--- src/rtl/norm_shift_ctrl_pkg.sv ---
// Shared defaults, group width and shift-direction encodings for norm_shift_ctrl.
package norm_shift_ctrl_pkg;

    localparam int SWR_DEF = 26;
    localparam int EWR_DEF = 5;
    localparam int EW_DEF  = 8;
    localparam int GRP_W   = 4;

    typedef enum logic {
        DIR_RIGHT = 1'b0,
        DIR_LEFT  = 1'b1
    } dir_e;

    localparam logic LEFT  = DIR_LEFT;
    localparam logic RIGHT = DIR_RIGHT;

    // Number of GRP_W-wide groups needed to cover w bits (low end padded).
    function automatic int num_groups(input int w);
        return (w + GRP_W - 1) / GRP_W;
    endfunction

endpackage

--- src/rtl/norm_shift_ctrl_lzd_nibble.sv ---
// 4-bit leading-zero encoder: zero flag plus 2-bit count of leading zeros.
module LZD_Nibble (
    input  logic [3:0] data,
    output logic       zero,
    output logic [1:0] count
);

    always_comb begin
        zero  = 1'b0;
        count = 2'd0;
        casez (data)
            4'b1???: count = 2'd0;
            4'b01??: count = 2'd1;
            4'b001?: count = 2'd2;
            4'b0001: count = 2'd3;
            default: zero  = 1'b1;
        endcase
    end

endmodule

--- src/rtl/norm_shift_ctrl.sv ---
// Normalization shift controller: input register, per-nibble LZD stage, merge/output stage.
// Optional exponent underflow detection is enabled by defining NORM_UNDERFLOW_DET_EN.
module norm_shift_ctrl
    import norm_shift_ctrl_pkg::*;
#(
    parameter int SWR = SWR_DEF,
    parameter int EWR = EWR_DEF,
    parameter int EW  = EW_DEF
) (
    input  logic           clk,
    input  logic           rst,
    input  logic           load_i,
    input  logic [SWR-1:0] Data_i,
    input  logic [EW-1:0]  Exp_i,
    output logic [EWR-1:0] Shift_Value_o,
    output logic           left_right_o,
    output logic [EW-1:0]  Exp_o,
    output logic           zero_o,
    output logic           overflow_o,
    output logic           underflow_o,
    output logic           valid_o,
    output logic           load_o
);

    localparam int LW = SWR - 1;
    localparam int NG = num_groups(LW);
    localparam int PW = NG * GRP_W;

    generate
        if (SWR - 2 > (2 ** EWR) - 1) begin : g_bad_ewr
            $error("norm_shift_ctrl: SWR-2 does not fit in EWR bits");
        end
    endgenerate

    // Input capture: the operand sampled by load_i at edge N.
    logic           in_valid_reg;
    logic [SWR-1:0] in_data_reg;
    logic [EW-1:0]  in_exp_reg;

    always_ff @(posedge clk) begin
        if (rst) begin
            in_valid_reg <= 1'b0;
            in_data_reg  <= '0;
            in_exp_reg   <= '0;
        end else begin
            in_valid_reg <= load_i;
            if (load_i) begin
                in_data_reg <= Data_i;
                in_exp_reg  <= Exp_i;
            end
        end
    end

    // Stage 1: per-group leading-zero encoding over the carry-less significand.
    logic [PW-1:0]        padded;
    logic [NG-1:0]        grp_zero;
    logic [NG-1:0][1:0]   grp_cnt;

    assign padded = PW'(in_data_reg[SWR-2:0]) << (PW - LW);

    generate
        for (genvar gi = 0; gi < NG; gi++) begin : g_lzd
            LZD_Nibble u_lzd (
                .data  (padded[gi*GRP_W +: GRP_W]),
                .zero  (grp_zero[gi]),
                .count (grp_cnt[gi])
            );
        end
    endgenerate

    logic                s1_valid_reg;
    logic                s1_carry_reg;
    logic [EW-1:0]       s1_exp_reg;
    logic                s1_zero_reg;
    logic [NG-1:0]       s1_grp_zero_reg;
    logic [NG-1:0][1:0]  s1_grp_cnt_reg;

    always_ff @(posedge clk) begin
        if (rst) begin
            s1_valid_reg    <= 1'b0;
            s1_carry_reg    <= 1'b0;
            s1_exp_reg      <= '0;
            s1_zero_reg     <= 1'b0;
            s1_grp_zero_reg <= '0;
            s1_grp_cnt_reg  <= '0;
        end else begin
            s1_valid_reg    <= in_valid_reg;
            s1_carry_reg    <= in_data_reg[SWR-1];
            s1_exp_reg      <= in_exp_reg;
            s1_zero_reg     <= (&grp_zero) & ~in_data_reg[SWR-1];
            s1_grp_zero_reg <= grp_zero;
            s1_grp_cnt_reg  <= grp_cnt;
        end
    end

    // Stage 2: the most significant non-empty group determines LZ.
    logic [EWR-1:0] lz;
    logic           lz_found;

    always_comb begin
        lz       = '0;
        lz_found = 1'b0;
        for (int g = NG - 1; g >= 0; g--) begin
            if (!lz_found && !s1_grp_zero_reg[g]) begin
                lz       = EWR'((NG - 1 - g) * GRP_W) + EWR'(s1_grp_cnt_reg[g]);
                lz_found = 1'b1;
            end
        end
    end

    logic [EW-1:0]  exp_inc;
    logic [EW-1:0]  lz_ext;
    logic [EWR-1:0] shift_next;
    logic           dir_next;
    logic [EW-1:0]  exp_next;
    logic           zero_next;
    logic           ovf_next;
    logic           unf_next;

    assign exp_inc = s1_exp_reg + EW'(1);
    assign lz_ext  = EW'(lz);

    always_comb begin
        shift_next = '0;
        dir_next   = LEFT;
        exp_next   = '0;
        zero_next  = 1'b0;
        ovf_next   = 1'b0;
        unf_next   = 1'b0;
        if (s1_carry_reg) begin
            shift_next = EWR'(1);
            dir_next   = RIGHT;
            exp_next   = exp_inc;
            ovf_next   = (exp_inc == {EW{1'b1}});
        end else if (s1_zero_reg) begin
            zero_next = 1'b1;
        end else begin
            shift_next = lz;
`ifdef NORM_UNDERFLOW_DET_EN
            unf_next = (s1_exp_reg <= lz_ext);
            exp_next = unf_next ? '0 : (s1_exp_reg - lz_ext);
`else
            exp_next = s1_exp_reg - lz_ext;
`endif
        end
    end

    always_ff @(posedge clk) begin
        if (rst) begin
            Shift_Value_o <= '0;
            left_right_o  <= 1'b0;
            Exp_o         <= '0;
            zero_o        <= 1'b0;
            overflow_o    <= 1'b0;
            underflow_o   <= 1'b0;
            valid_o       <= 1'b0;
            load_o        <= 1'b0;
        end else begin
            valid_o <= s1_valid_reg;
            load_o  <= load_o | s1_valid_reg;
            if (s1_valid_reg) begin
                Shift_Value_o <= shift_next;
                left_right_o  <= dir_next;
                Exp_o         <= exp_next;
                zero_o        <= zero_next;
                overflow_o    <= ovf_next;
                underflow_o   <= unf_next;
            end
        end
    end

endmodule
--- config.mk ---
export PLATFORM = sky130hd
export DESIGN_NAME = norm_shift_ctrl
export DESIGN_NICKNAME = d
export VERILOG_FILES = /design/src/rtl/norm_shift_ctrl_pkg.sv /design/src/rtl/norm_shift_ctrl_lzd_nibble.sv /design/src/rtl/norm_shift_ctrl.sv
export SDC_FILE = /design/constraint.sdc
export NUM_CORES = 1
export LEC_CHECK = 0
export BUFFER_PORTS_ARGS = -buffer_cell sky130_fd_sc_hd__clkbuf_2
export CAP_MARGIN = 25
export CORE_AREA = 2 2 87 89
export DETAILED_ROUTE_END_ITERATION = 8
export DIE_AREA = 0 0 89 91
export PLACE_DENSITY = 0.82
export SETUP_SLACK_MARGIN = 0.05
export SLEW_MARGIN = 15
export SYNTH_ARGS = -nofsm -noshare
export SYNTH_HDL_FRONTEND = slang
export SYNTH_SLANG_ARGS = --single-unit
--- constraint.sdc ---
create_clock -name clk -period 3.3 [get_ports clk]
set_input_delay 0.495 -clock clk [delete_from_list [all_inputs] [get_ports clk]]
set_output_delay 0.495 -clock clk [all_outputs]
set_load 0.01 [all_outputs]
[After elaboration in Yosys (flattened, before gate mapping)]
Cells that the tools add are included.
Word-level totals
  register bits after elaboration: 83
  bits of input ports: 37
  output and inout port bits: 19
  word-level logic and storage cells: 108
Cells by class
  $add $sub $neg: 7
  eq/ne operators: 19
  multiplexer cells: 34
  bitwise gates (word level): 3
  reduce and logical (&&, ||, !) cells: 24
Operators by type and width (number)
  two-way mux 5 bit: 8
  one-hot mux 2 bit (3 select lines): 6
  equality test 4 x 1 -> 1 bit (second input constant): 6
  OR reduction 4 bit: 6
  equality test 3 x 1 -> 1 bit (second input constant): 6
  two-way mux 1 bit: 17
  two-way mux 8 bit: 2
  equality test 2 x 1 -> 1 bit (second input constant): 6
  zero test 1 bit: 11
  adder 4 x 2 -> 5 bit (first input constant): 2
  adder 5 x 2 -> 5 bit (first input constant): 2
  adder 8 x 1 -> 8 bit (second input constant): 1
  equality test 8 bit (second input constant): 1
  subtractor 8 x 5 -> 8 bit: 1
  AND reduction 7 bit: 1
  logical AND 1 bit: 6
  adder 3 x 2 -> 4 bit (first input constant): 1
  two-way mux 2 bit: 1
  bitwise AND 1 bit: 1
  inverter 1 bit: 1
  OR 1 bit: 1

[Logic depth before layout (Yosys ltp)]
  word-level depth: 21
  mapped depth: 13
  gate-level depth less buffers: 12

[Cells and area by module]
A second synthesis with hierarchy kept.
Second synthesis, totals
  cells, all modules: 406
  area total of the unflattened synthesis: 3714.8 um^2
Modules (own cells, without submodules)
  norm_shift_ctrl: instances 1, cells each 364, area an instance 3460.8 um^2, sequential area each 1701.6 um^2
  LZD_Nibble: instances 7, cells each 6, area an instance 36.3 um^2, sequential area each 0.0 um^2

[Least setup slack after synthesis]
OpenSTA, ideal clock, no wires.
  kind: reg2reg
  start: register s1_grp_zero_reg[2]
  end: register Exp_o[7]
  library setup time: 88 ps
  arrival time: 3018 ps
  required time: 3212 ps
  slack: 194 ps
  stages on the path, launching flop included: 13
  path buffers: 1
  period minus slack after synthesis: 3106 ps
  path through: dfxtp_1 -> clkbuf_1 -> inv_1 -> mux2_1 -> a21oi_1 -> o21ai_1 -> a21oi_1 -> ha_1 -> and2b_2 -> o31a_1 -> or4b_1 -> and3_4 -> a311oi_2
On the way
  word-level cells in the longest chain between the ends: 12
  elaborated cells between the ends (all ways): 14
  classes of those cells: add/sub: 1; mux: 7; reduce/logical: 6
Ends and longest elaborated chain
  from (decl): RTL line norm_shift_ctrl.sv:75  | logic [NG-1:0] s1_grp_zero_reg;
  from (signal assigned): RTL line norm_shift_ctrl.sv:91  | s1_grp_zero_reg <= grp_zero;
  zero test 1 bit (*): RTL line norm_shift_ctrl.sv:104  | if (!lz_found && !s1_grp_zero_reg[g]) begin
  logical AND 1 bit (*): RTL line norm_shift_ctrl.sv:104
  two-way mux 1 bit: RTL line norm_shift_ctrl.sv:104
  zero test 1 bit: RTL line norm_shift_ctrl.sv:104
  logical AND 1 bit: RTL line norm_shift_ctrl.sv:104
  two-way mux 1 bit: RTL line norm_shift_ctrl.sv:104
  zero test 1 bit: RTL line norm_shift_ctrl.sv:104
  logical AND 1 bit: RTL line norm_shift_ctrl.sv:104
  two-way mux 5 bit (*): RTL line norm_shift_ctrl.sv:104
  subtractor 8 x 5 -> 8 bit (*): RTL line norm_shift_ctrl.sv:143  | exp_next = s1_exp_reg - lz_ext;
  two-way mux 8 bit (*): RTL line norm_shift_ctrl.sv:135  | end else if (s1_zero_reg) begin
  two-way mux 8 bit (*): RTL line norm_shift_ctrl.sv:130  | if (s1_carry_reg) begin
  to (signal assigned): RTL line norm_shift_ctrl.sv:164  | Exp_o <= exp_next;
  to (decl): RTL line norm_shift_ctrl.sv:17  | output logic [EW-1:0] Exp_o,
Mark *: on every way between the ends. The rest lies on a longest branch, timed or not.
A chain may end at the register's enable or synchronous reset.

[Worst setup path after layout]
Same ends and word-level chain as after synthesis.

==> metrics.yaml <==
power_and_ir_drop:
  switching_share: 0.264
  p_switching_uw: 531
  power_density_nw_per_um2: 502
  p_total_mw: 2.01
  p_clk_frac: 0.314
  p_comb_frac: 0.137
  vdd_drop_max_mv: 0.395
  p_seq_frac: 0.549
  leakagePower_nw: 1.72
  p_int_mw: 1.48
detailed_routing:
  vias: 2766
  drtIter0Drc: 109
  avgRoutedWirePerCell_um: 12.7
  firstDrtPassIters: 4
  drtAntennaViolNets: 0
  route.detailed.drc: 0
  viasPerCell: 5.17
  routed_wl_um: 6800
cells_and_area:
  area_delta_synth_final_pct: 13.8
  drive_gt1_frac: 0.183
  layout.nets: 477
  num_antenna_cells: 0
  largest_reg_flops: 26
timing:
  fin_crit_sh: 0.918
  setup_viol: 0
  tightestPinTransition_ps: 623
  tns_ps: 0
  skew_ps: 4.43
  finalCriticalPeriod_ps: 3030
  hold_viol_final: 0
  final_max_slew_viol_count: 0
  maxSlewHeadroom: 0.584
  fmax_mhz: 330
  rsz0062_at_grt: "no"
grt:
  globalRouteTotalUtil: 0.177
  grt_pass1_wl_um: 11400
  grt_pass1_vias: 2589
  antenna_found_initial: 0
  grt.overflow.total: 0
  grt_max_degree: 52
yosys:
  ys.flop_type: "dfxtp_1"
  synth_top_area_frac: 0.471
  synthCells: 384
  synth-edff-count: 0
  syn-num-nets: 430
  synth_most_common_cell: "dfxtp_1"
  synth_seq_cells: 83
  yosys.area.top_type: "dfxtp_1"
  synth_area_um2: 3520
  yosysSeqAreaShare: 0.471
  synth_area_leaders: "dfxtp_1 (47%), mux2i_1 (9.7%), nor2_1 (7.5%), ha_1 (2.8%), a21oi_1 (2.7%)"
  synth_warnings: 0
  ys_types: 50
  avgSynthCellArea_um2: 9.18
  synth_common_cells: "dfxtp_1 (83), nor2_1 (70), mux2i_1 (34)"
  async_flop_share: 0
worst_setup_path:
  cp.required_ps: 3560
  worstPathArrival_ps: 3290
  crit_fanout: 8
  crit_family: "compound AO/OA/AOI/OAI gates"
  endpoint_kind: "flop"
  cp-start-kind: "flop"
  crit_type: "flop to flop"
  max_stage_delay_ps: 510
  crit_buf_inv: 1
  cp_slowest_cell: "or4b_1"
  worstPathCellList: "inv_1 > mux2_1 > a21oi_2 > o21ai_1 > a21oi_1 > ha_1 > and2b_2 > o31a_1 > or4b_1 > and3_4 > a311oi_2"
place:
  portBuffers: 54
  dp.final_hpwl_um: 5100
  place_congestion: 0.944
clock_tree:
  path_clk_slew_ps: 80
  cts_sinks: 83
  worstSkewPairLatency_ps: 340
  cts_buffer_depth: 2
  cts_max_level: 3
  post_cts_buffers: 0
  cts_tree: "yes"
  numCtsBuffers: 9
  ctsHoldBuffers: 0
  cts-root-buf: "clkbuf_8"
run:
  maxCapViolCount: 0
floorplan:
  row_count: 31
  ioPinCount: 56
  dieHeight_um: 91
  fp.dieW_um: 89
  die_area_um2: 8100
  core_area_um2: 7140
  start_util: 0.494
hold_path:
  hold_class: "primary input to flop"
outcome:
  outcome: "finished clean"
## tightest hold or removal path, cell delays in order
cell and delay, ps:
clkbuf_2 70, mux2i_1 50, nor2_1 70
## cell usage in the layout, fill, tap and decap left out, types with 2 or more instances in the layout
cell type  count
clkinv_2       4
nand2b_1       7
nand4_1        4
a22oi_1        2
nand3b_1       2
o21ai_0        3
nor2b_1       15
and3_1         3
buf_4          4
a21oi_1       18
nor2_1        70
nand2_1       15
a21o_1         2
nor3_1        11
o21a_1         2
o22ai_1        2
clkbuf_2      54
o31a_1         2
mux2i_1       34
o21ai_1        6
clkbuf_8      10
xnor2_1        6
xor2_1         3
dfxtp_1       82
nor4_1         9
a31oi_1        3
o211ai_1       2
a211oi_1       8
inv_1         12
ha_1           8
nand3_1        7
nor4b_1        3
## routing by layer
| layer | routed length [um] | vias up | global-route usage |
|---|---|---|---|
| li1 | - | 1427 | - |
| met1 | 3050 | 1255 | 0.223 |
| met2 | 3260 | 67 | 0.287 |
| met3 | 328 | 17 | 0.0509 |
| met4 | 161 | 0 | 0.0647 |
| met5 | 0 | - | 0 |
## final timing paths
kind                                                     from                         end  slack (ps)  cells past startpoint
worst max-delay path            s1_grp_zero_reg[2]$_SDFF_PP0_       Exp_o[7]$_SDFFE_PP0P_         270                     11
worst min-delay path                                 Exp_i[6]  in_exp_reg[6]$_SDFFE_PP0P_         380                      3
worst max register to register  s1_grp_zero_reg[2]$_SDFF_PP0_       Exp_o[7]$_SDFFE_PP0P_         270                     11
worst min register to register        in_valid_reg$_SDFF_PP0_     s1_valid_reg$_SDFF_PP0_         440                      1
## power by group through the flow
stage | sequential, mW | clock (mW) | combinational, mW
final | 1.11 | 0.631 | 0.276
after global routing | 1.11 | 0.699 | 0.313
after CTS | 1.10 | 0.650 | 0.276
after detailed placement | 1.13 | 0 | 0.275
after global placement | 1.13 | 0 | 0.267
after floorplan | 1.11 | 0 | 0.213
## repair_timing
item                                    CTS  global route
endpoints found under the hold margin     0             0
gates resized for setup                   0             2
endpoints found under the setup margin    0             1
## cell type report
type / instances / area [um^2]
multi-input combinational: 265 / 1690
sequential: 83 / 1660
tap: 99 / 124
inverter: 13 / 48.8
timing repair buffer: 59 / 320
clock inverter: 5 / 28.8
clock buffer: 11 / 141
fill: 672 / 3130
## cells by family (layout without fill, tap and decap cells)
kind of cell,count (synthesis),in the layout,share of synthesized area
AND/OR/NAND/NOR,153,153,0.213
flip-flops,83,83,0.471
AO/OA/AOI/OAI,58,58,0.107
buffers and inverters,36,88,0.0515
multiplexers,35,35,0.0998
adder cells (fa/ha/maj),9,9,0.0341
XOR/XNOR,9,9,0.0224
other,1,1,0.00106
## metrics by stage
stage                     std cells  area, um^2  worst slack [ps]   util  hold slack [ps]
after floorplan                 384        3520               194      -              413
after global placement          518        3820               192  0.535              422
after detailed placement        518        3820               130  0.535              425
after CTS                       534        3990               104  0.559              374
after global routing            535        4010              94.7  0.562              375
final                           535        4010               269  0.562              378
(Power assumes the default switching activity.)
